File: src/rtl/buzzer_sfx_arbiter.sv
// Buzzer owner arbiter: passes music_beep through when idle, plays prioritised 4-note SFX otherwise.
// Optional MUSIC_PAUSE_EN adds a music_pause output mirroring sfx_busy.
module buzzer_sfx_arbiter #(
    parameter int unsigned NOTE_TICKS   = 2_500_000,
    parameter int unsigned PERIOD_SHIFT = 0
) (
    input  logic       clk,
    input  logic       rst_n,
    input  logic       music_beep,
    input  logic [3:0] sfx_req,
    output logic       beep,
    output logic       sfx_busy,
    output logic [1:0] active_id
`ifdef MUSIC_PAUSE_EN
    ,
    output logic       music_pause
`endif
);

    localparam int unsigned DCW = (NOTE_TICKS > 2) ? $clog2(NOTE_TICKS) : 1;
    localparam logic [DCW-1:0] DC_LAST = DCW'(NOTE_TICKS - 1);

    typedef enum logic {IDLE, PLAY} state_t;

    state_t         state_q, state_d;
    logic [1:0]     id_q, id_d;
    logic [1:0]     ni_q, ni_d;
    logic [16:0]    tc_q, tc_d;
    logic [DCW-1:0] dc_q, dc_d;
    logic           beep_q, beep_d;

    logic           req_any;
    logic [1:0]     req_id;
    logic [16:0]    period;

    function automatic logic [16:0] sfx_period(input logic [1:0] id, input logic [1:0] ni);
        logic [16:0] p;
        case ({id, ni})
            4'b00_00: p = 17'd50607;
            4'b00_01: p = 17'd63775;
            4'b01_00: p = 17'd95602;
            4'b01_01: p = 17'd127551;
            4'b01_10: p = 17'd95602;
            4'b01_11: p = 17'd127551;
            4'b10_00: p = 17'd75872;
            4'b10_01: p = 17'd63775;
            4'b10_10: p = 17'd56818;
            4'b10_11: p = 17'd50607;
            4'b11_00: p = 17'd127551;
            4'b11_01: p = 17'd127551;
            4'b11_10: p = 17'd127551;
            4'b11_11: p = 17'd127551;
            default:  p = '0;
        endcase
        return p >> PERIOD_SHIFT;
    endfunction

    assign req_any = |sfx_req;
    always_comb begin
        if (sfx_req[3])      req_id = 2'd3;
        else if (sfx_req[2]) req_id = 2'd2;
        else if (sfx_req[1]) req_id = 2'd1;
        else                 req_id = 2'd0;
    end

    assign period = sfx_period(id_q, ni_q);

    always_comb begin
        state_d = state_q;
        id_d    = id_q;
        ni_d    = ni_q;
        tc_d    = tc_q;
        dc_d    = dc_q;
        beep_d  = beep_q;
        case (state_q)
            IDLE: begin
                beep_d = music_beep;
                if (req_any) begin
                    state_d = PLAY;
                    id_d    = req_id;
                    ni_d    = '0;
                    tc_d    = '0;
                    dc_d    = '0;
                    beep_d  = 1'b0;
                end
            end
            PLAY: begin
                beep_d = (period != '0) && (tc_q >= (period >> 1));
                if (period == '0 || tc_q == period - 17'd1) tc_d = '0;
                else                                        tc_d = tc_q + 17'd1;
                if (dc_q == DC_LAST) begin
                    dc_d = '0;
                    ni_d = ni_q + 2'd1;
                    tc_d = '0;
                    if (ni_q == 2'd3) state_d = IDLE;
                end else begin
                    dc_d = dc_q + 1'b1;
                end
                // A qualifying request overrides everything above, including the final-note exit.
                if (req_any && req_id >= id_q) begin
                    state_d = PLAY;
                    id_d    = req_id;
                    ni_d    = '0;
                    tc_d    = '0;
                    dc_d    = '0;
                    beep_d  = 1'b0;
                end
            end
            default: state_d = IDLE;
        endcase
    end

    always_ff @(posedge clk or negedge rst_n) begin
        if (!rst_n) begin
            state_q <= IDLE;
            id_q    <= '0;
            ni_q    <= '0;
            tc_q    <= '0;
            dc_q    <= '0;
            beep_q  <= 1'b0;
        end else begin
            state_q <= state_d;
            id_q    <= id_d;
            ni_q    <= ni_d;
            tc_q    <= tc_d;
            dc_q    <= dc_d;
            beep_q  <= beep_d;
        end
    end

    assign beep      = beep_q;
    assign sfx_busy  = (state_q == PLAY);
    assign active_id = id_q;
`ifdef MUSIC_PAUSE_EN
    assign music_pause = (state_q == PLAY);
`endif

endmodule
File: config.mk
export PLATFORM = sky130hd
export DESIGN_NAME = buzzer_sfx_arbiter
export DESIGN_NICKNAME = d
export VERILOG_FILES = /design/src/rtl/buzzer_sfx_arbiter.sv
export SDC_FILE = /design/constraint.sdc
export NUM_CORES = 1
export LEC_CHECK = 0
export CORE_MARGIN = 3
export CORE_UTILIZATION = 58
export CTS_CLUSTER_DIAMETER = 200
export DETAILED_ROUTE_END_ITERATION = 8
export PLACE_DENSITY = 0.76
export SLEW_MARGIN = 20
export SYNTH_ARGS = -nofsm -noshare
export SYNTH_HDL_FRONTEND = slang
export SYNTH_SLANG_ARGS = --single-unit
File: constraint.sdc
create_clock -name clk -period 4.6 [get_ports clk]
set_input_delay 1.15 -clock clk [delete_from_list [all_inputs] [get_ports clk]]
set_output_delay 1.15 -clock clk [all_outputs]
set_load 0.01 [all_outputs]
==> impl_metrics.toml, run 1 <==
[route]
wl_per_cell_um = 16.9
drt_iter0_markers = 210
drc = 0
wl_um = 8690
ant_nets = 0
viasPerCell = 6.29
num_vias = 3233
dr.pass1.iters = 4

[logic_synthesis]
synth_fa_ha_area_share_pct = 8.60
muxShareOfSynthArea_pct = 1.38
synth.most_common_cell = "dfrtp_1"
syn_inst = 436
ys_seq_area_share_pct = 30.2
ys_warn_count = 0
synth_fp_nets = 467
ys_top_cells_by_area = "dfrtp_1, ha_1, o21ai_0"
synth_top_family_by_area = "simple AND/OR/NAND/NOR gates"
synth-edff-count = 0
netlist_area_mm2 = 0.00372
synth-simple-area-share_pct = 24.0
synthFlopType = "dfrtp_1"
synth_xor_area_share_pct = 6.79
syn_avg_cell_area_um2 = 8.54
yosysTopAreaCellShare_pct = 30.2
synth-seq-cells = 45
yosys-top-cells-count = "dfrtp_1, nor2_1, nand2_1"
yosysTopAreaCell = "dfrtp_1"
synthArstFlopShare_pct = 100
synth_compound_area_share_pct = 23.1
synth_cell_types = 68

[sta]
tightestPinTransition_ns = 1.01
clock.fmax_ghz = 0.253
max-slew-margin-rel_pct = 32.8
grt_setup_unrepaired = "no"
setup_viol = 0
hold_viol_final = 0
clock_skew_ns = 0.0152
fin_tns_setup_ns = 0
final.min_clock_period_ns = 3.95
fin_crit_sh_pct = 85.8
finalMaxSlewViolations = 0

[placement]
dp_cells = 506
hpwl_um = 6450
gp_congestion = 0.896
io_buffers = 10

[finish]
antenna_cells = 0
multi_input_area_mm2 = 0.00238
num-nets-final = 469
layout-drive-gt1-share_pct = 7.74
fillCellCount = 543
register_area_mm2 = 0.00113
syn2layout_area_growth_pct = 6.08
stdcell_count = 514

[clock_network]
cts-htree-levels = 2
postCtsHoldBufs = 0
clk_path_buf_depth = 2
cts.sinks = 45
cts_setup_buffers = 0
root_buffer = "clkbuf_8"
insertion_delay_ns = 0.31
clk_pin_slew_worst_paths_ns = 0.08
numCtsBuffers = 5
cts_tree = "done"
cts_resized = 0

[critical_path]
startpoint_type = "input port"
r2r_start = "ni_q[1]$_DFFE_PN0P_"
crit_buf_inv = 3
crit_arrival_ns = 4.16
path_cells = "clkdlybuf4s50_1, inv_1, a21oi_1, ha_1, nand2b_1, a21oi_1, o21ai_0, or2_0, or2_2, a31oi_4, buf_4, nand2b_1, a31oi_1"
timing.rr.end = "tc_q[12]$_DFFE_PN0P_"
crit_family = "compound AO/OA/AOI/OAI gates"
cp.required_ns = 4.82
r2r_slack_ns = 0.85
cp-end-kind = "register"
crit_type = "input port to register"
rr_worst_depth = 14
cp_max_fo = 15
cp_slowest_stage_delay_ns = 0.48
cp_slowest_cell = "clkdlybuf4s50_1"

[global_route]
grt_max_degree = 46
grt_overflow = 0
grt_pass1_vias = 3127
grt_util_all_layers_pct = 25.0
grt_first_pass_wirelength_um = 14900
antenna_found_initial = 0

[power]
seqPwrFrac_pct = 26.4
power_frac_comb_pct = 57.8
switching_power_mw = 0.902
p_leak_nw = 1.66
clkPwrFrac_pct = 15.8
peakVddDrop_mv = 0.403
p_sw_share_pct = 46.7
p_int_mw = 1.03
power_per_cell_area_mw_per_mm2 = 489

[floorplan]
num_rows = 28
start_util_pct = 61.4
coreArea_mm2 = 0.00606
die_area_mm2 = 0.00742
dieHeight_um = 86.1
die_w_um = 86.1
io_pins = 11

[min_path]
worst_hold_startpoint = "dc_q[21]$_DFFE_PN0P_"
min_to = "dc_q[21]$_DFFE_PN0P_"
min_path_cells = 1
hold_class = "register to register"

[run]
max_cap_violations = 0

[status]
outcome = "finished, final reports clean"
-- per-layer routing --
| layer | global-route usage (%) | wire length, um |
|---|---|---|
| met2 | 41.3 | 4160 |
| met4 | 8.78 | 218 |
| met3 | 3.55 | 300 |
| met1 | 33.4 | 4010 |
| met5 | 0 | 0 |
-- cells in the final DEF (no fill, tap or decap), drive strengths merged, types with 9 or more instances in the layout --
master / instances
and3: 12
xnor2: 15
nand4: 10
nor4: 9
a31oi: 18
a21oi: 17
xor2: 13
clkdlybuf4s50: 9
nand3: 16
inv: 19
o21ai: 38
nor3: 9
buf: 11
nand2: 33
ha: 24
nor2: 34
nand2b: 12
dfrtp: 45
-- sequential cells by signal (all words and copies together) (netlist names) --
register / cells
ni_q: 2
sfx_busy: 1
active_id: 2
beep: 1
dc_q: 22
tc_q: 17
-- power by group through the flow --
stage	sequential, mW	clock, mW	combinational [mW]
after floorplan	0.490	0	0.923
after global placement	0.514	0	1.07
after detailed placement	0.517	0	1.11
after CTS	0.509	0.313	1.11
after global routing	0.521	0.330	1.24
final	0.510	0.304	1.12
-- area by class of cell --
cell class              count  share of cell area (%)
multi-input cells         347                    60.2
flip-flops and latches     45                    28.5
repair buffers             20                    4.31
well taps                  75                    2.38
clock buffers               6                    1.84
inverters                  19                    1.81
clock inverters             2                   0.982
-- through the flow --
step	worst slack (ns)	instance area [um2]	hold WS [ns]	util, %	power [mW]
2_1_floorplan	1.08	3720	0.443	-	1.41
3_3_place_gp	0.490	3840	0.464	63.3	1.59
6_report	0.655	3950	0.482	65.2	1.93
5_1_grt	0.427	3950	0.506	65.2	2.10
4_1_cts	0.651	3950	0.488	65.2	1.93
3_5_place_dp	0.397	3840	0.474	63.3	1.62
-- cells by family after synthesis --
kind of cell             Yosys count
AO/OA/AOI/OAI                    122
XOR/XNOR                          28
adder cells (fa/ha/maj)           26
buffers and inverters             44
flip-flops                        45
multiplexers                       5
AND/OR/NAND/NOR                  166
-- worst max path at each step --
stage,startpoint,to,cells after the start,slack (ns)
floorplan,ni_q[1]$_DFFE_PN0P_,tc_q[16]$_DFFE_PN0P_,16,1.08
global placement,sfx_req[2],tc_q[8]$_DFFE_PN0P_,13,0.49
detailed placement,sfx_req[2],tc_q[10]$_DFFE_PN0P_,13,0.40
CTS,sfx_req[2],tc_q[13]$_DFFE_PN0P_,13,0.65
global route,sfx_req[2],tc_q[11]$_DFFE_PN0P_,13,0.43
finish,sfx_req[2],tc_q[12]$_DFFE_PN0P_,13,0.65
No activity file was read; power rests on OpenSTA's default activity.
==> run 2, diff against run 1 <==
--- a/config.mk
+++ b/config.mk
@@ -10,6 +10,7 @@
 export CTS_CLUSTER_DIAMETER = 200
 export DETAILED_ROUTE_END_ITERATION = 8
 export PLACE_DENSITY = 0.76
+export SKIP_LAST_GASP = 1
 export SLEW_MARGIN = 20
 export SYNTH_ARGS = -nofsm -noshare
 export SYNTH_HDL_FRONTEND = slang
==> results of run 2 <==
The final DEF is identical to that of run 1; final timing and power are the same.
==> run 3, diff against run 2 <==
--- a/config.mk
+++ b/config.mk
@@ -9,7 +9,7 @@
 export CORE_UTILIZATION = 58
 export CTS_CLUSTER_DIAMETER = 200
 export DETAILED_ROUTE_END_ITERATION = 8
-export PLACE_DENSITY = 0.76
+export PLACE_DENSITY = 0.86
 export SKIP_LAST_GASP = 1
 export SLEW_MARGIN = 20
 export SYNTH_ARGS = -nofsm -noshare
==> constraint.sdc (replaced) <==
create_clock -name clk -period 4.6 [get_ports clk]
set_input_delay 0.92 -clock clk [delete_from_list [all_inputs] [get_ports clk]]
set_output_delay 0.92 -clock clk [all_outputs]
set_load 0.01 [all_outputs]
==> run 3 against run 2 <==
  * Count of clock-buffer cells in the layout down 1
  * Routed wire length shrank 0.68%
  * Combinational power hardly changed
  * Die area did not move
  * Non-clock buffer count shrank 4
  * Critical path type is now register to register
  * Global-route usage is 0.75 points lower
  * Largest power group unchanged
  * Clock skew decreased by 0.0024 ns
  * Critical path depth unchanged
  * Highest routed layer unchanged
==> impl_metrics.toml, run 3 (synthesized netlist as in run 1, its figures left out) <==
[clock_network]
clk_path_buf_depth = 2
clk_pin_slew_worst_paths_ns = 0.10
cts_tree = "done"
cts_setup_buffers = 0
cts.sinks = 45
root_buffer = "clkbuf_8"
cts-htree-levels = 2
numCtsBuffers = 5
postCtsHoldBufs = 0
insertion_delay_ns = 0.31
cts_resized = 0

[floorplan]
die_area_mm2 = 0.00742
die_w_um = 86.1
io_pins = 11
dieHeight_um = 86.1
coreArea_mm2 = 0.00606
start_util_pct = 61.4
num_rows = 28

[critical_path]
startpoint_type = "register"
cp.required_ns = 4.75
rr_worst_depth = 13
cp_max_fo = 25
crit_type = "register to register"
cp-end-kind = "register"
crit_arrival_ns = 4.22

[finish]
antenna_cells = 0
syn2layout_area_growth_pct = 5.44
top_register = "dc_q"
fin_util_pct = 64.8
largest_register_ffs = 22
layout-drive-gt1-share_pct = 7.13
largestRegisters = "dc_q (22), tc_q (17)"
final_common_cell = "dfrtp_1"
num-nets-final = 465
final_cell_mix = "dfrtp_1, nor2_1, nand2_1"

[global_route]
antenna_found_initial = 0
grt_first_pass_wirelength_um = 14500
grt_overflow = 0
grt_pass1_vias = 3111
grt_util_all_layers_pct = 24.3
grt_max_degree = 46

[placement]
gp_congestion = 0.942
io_buffers = 10
hpwl_um = 6310

[status]
outcome = "finished, final reports clean"

[sta]
setup_viol = 0
final.min_clock_period_ns = 4.07
clock.fmax_ghz = 0.246
finalMaxSlewViolations = 0
grt_setup_unrepaired = "no"
fin_tns_setup_ns = 0
max-slew-margin-rel_pct = 28.2
tightestPinTransition_ns = 1.08
clock_skew_ns = 0.0128
fin_crit_sh_pct = 88.4
hold_viol_final = 0

[route]
drc = 0
num_vias = 3283
dr.pass1.iters = 5
viasPerCell = 6.44
ant_nets = 0
wl_um = 8630
wl_per_cell_um = 16.9
drt_iter0_markers = 259

[run]
max_cap_violations = 0

[power]
p_leak_nw = 1.64
power_per_cell_area_mw_per_mm2 = 497
peakVddDrop_mv = 0.430

[min_path]
min_path_cells = 1
hold_class = "register to register"
[run 3: cell count changes in the layout (fill, tap and decap cells not counted), sizes merged]
cell and change:
clkinv -1, clkinvlp +1, inv +1, buf -4, clkbuf -1
[run 3: final timing paths]
path | start | to | slack [ns]
max reg2reg | ni_q[1]$_DFFE_PN0P_ | tc_q[3]$_DFFE_PN0P_ | 0.53
min in group asynchronous | rst_n | active_id[1]$_DFFE_PN0P_ | 0.76
min | dc_q[21]$_DFFE_PN0P_ | dc_q[21]$_DFFE_PN0P_ | 0.49
max | ni_q[1]$_DFFE_PN0P_ | tc_q[3]$_DFFE_PN0P_ | 0.53
max in group asynchronous | rst_n | tc_q[16]$_DFFE_PN0P_ | 3.19
min reg2reg | dc_q[21]$_DFFE_PN0P_ | dc_q[21]$_DFFE_PN0P_ | 0.49
[run 3: worst max-delay path, cell delays in order (launching register included)]
cell and delay (ns):
dfrtp_1 0.61, inv_1 0.19, ha_1 0.30, mux2i_1 0.36, nor2_1 0.17, ha_1 0.25
nand2b_1 0.08, o22a_1 0.31, o211ai_1 0.15, or4_1 0.55, a211oi_2 0.26, a31oi_4 0.30
a41oi_1 0.32, a31oi_1 0.06
[run 3: layer usage]
layer  track usage, %  share of wire [%]  routed length, um
met5                0                  0                  0
met4             8.49                2.5                219
met3             5.00                6.1                529
met2             39.6                 47               4090
met1             31.9                 44               3790
[run 3: layout make-up]
class / count / area [um2]
well taps: 75 / 93.8
flip-flops and latches: 45 / 1130
clock buffers: 5 / 68.8
inverters: 19 / 71.3
multi-input cells: 347 / 2380
fillers: 483 / 2130
clock inverters: 3 / 48.8
repair buffers: 16 / 140
[run 3: per-stage QoR]
step | setup WS, ns | power [mW] | hold slack, ns | area (um2) | cells
floorplan | 1.08 | 1.41 | 0.443 | 3720 | 436
global placement | 0.541 | 1.58 | 0.462 | 3810 | 502
detailed placement | 0.473 | 1.62 | 0.480 | 3810 | 502
CTS | 0.566 | 1.94 | 0.494 | 3930 | 510
global route | 0.253 | 2.10 | 0.540 | 3930 | 510
finish | 0.534 | 1.95 | 0.490 | 3930 | 510
[run 3: power breakdown]
part	total [mW]	switching, mW	internal (mW)
Combinational	1.12	0.693	0.424
Clock	0.320	0.154	0.166
Sequential	0.515	0.0808	0.434
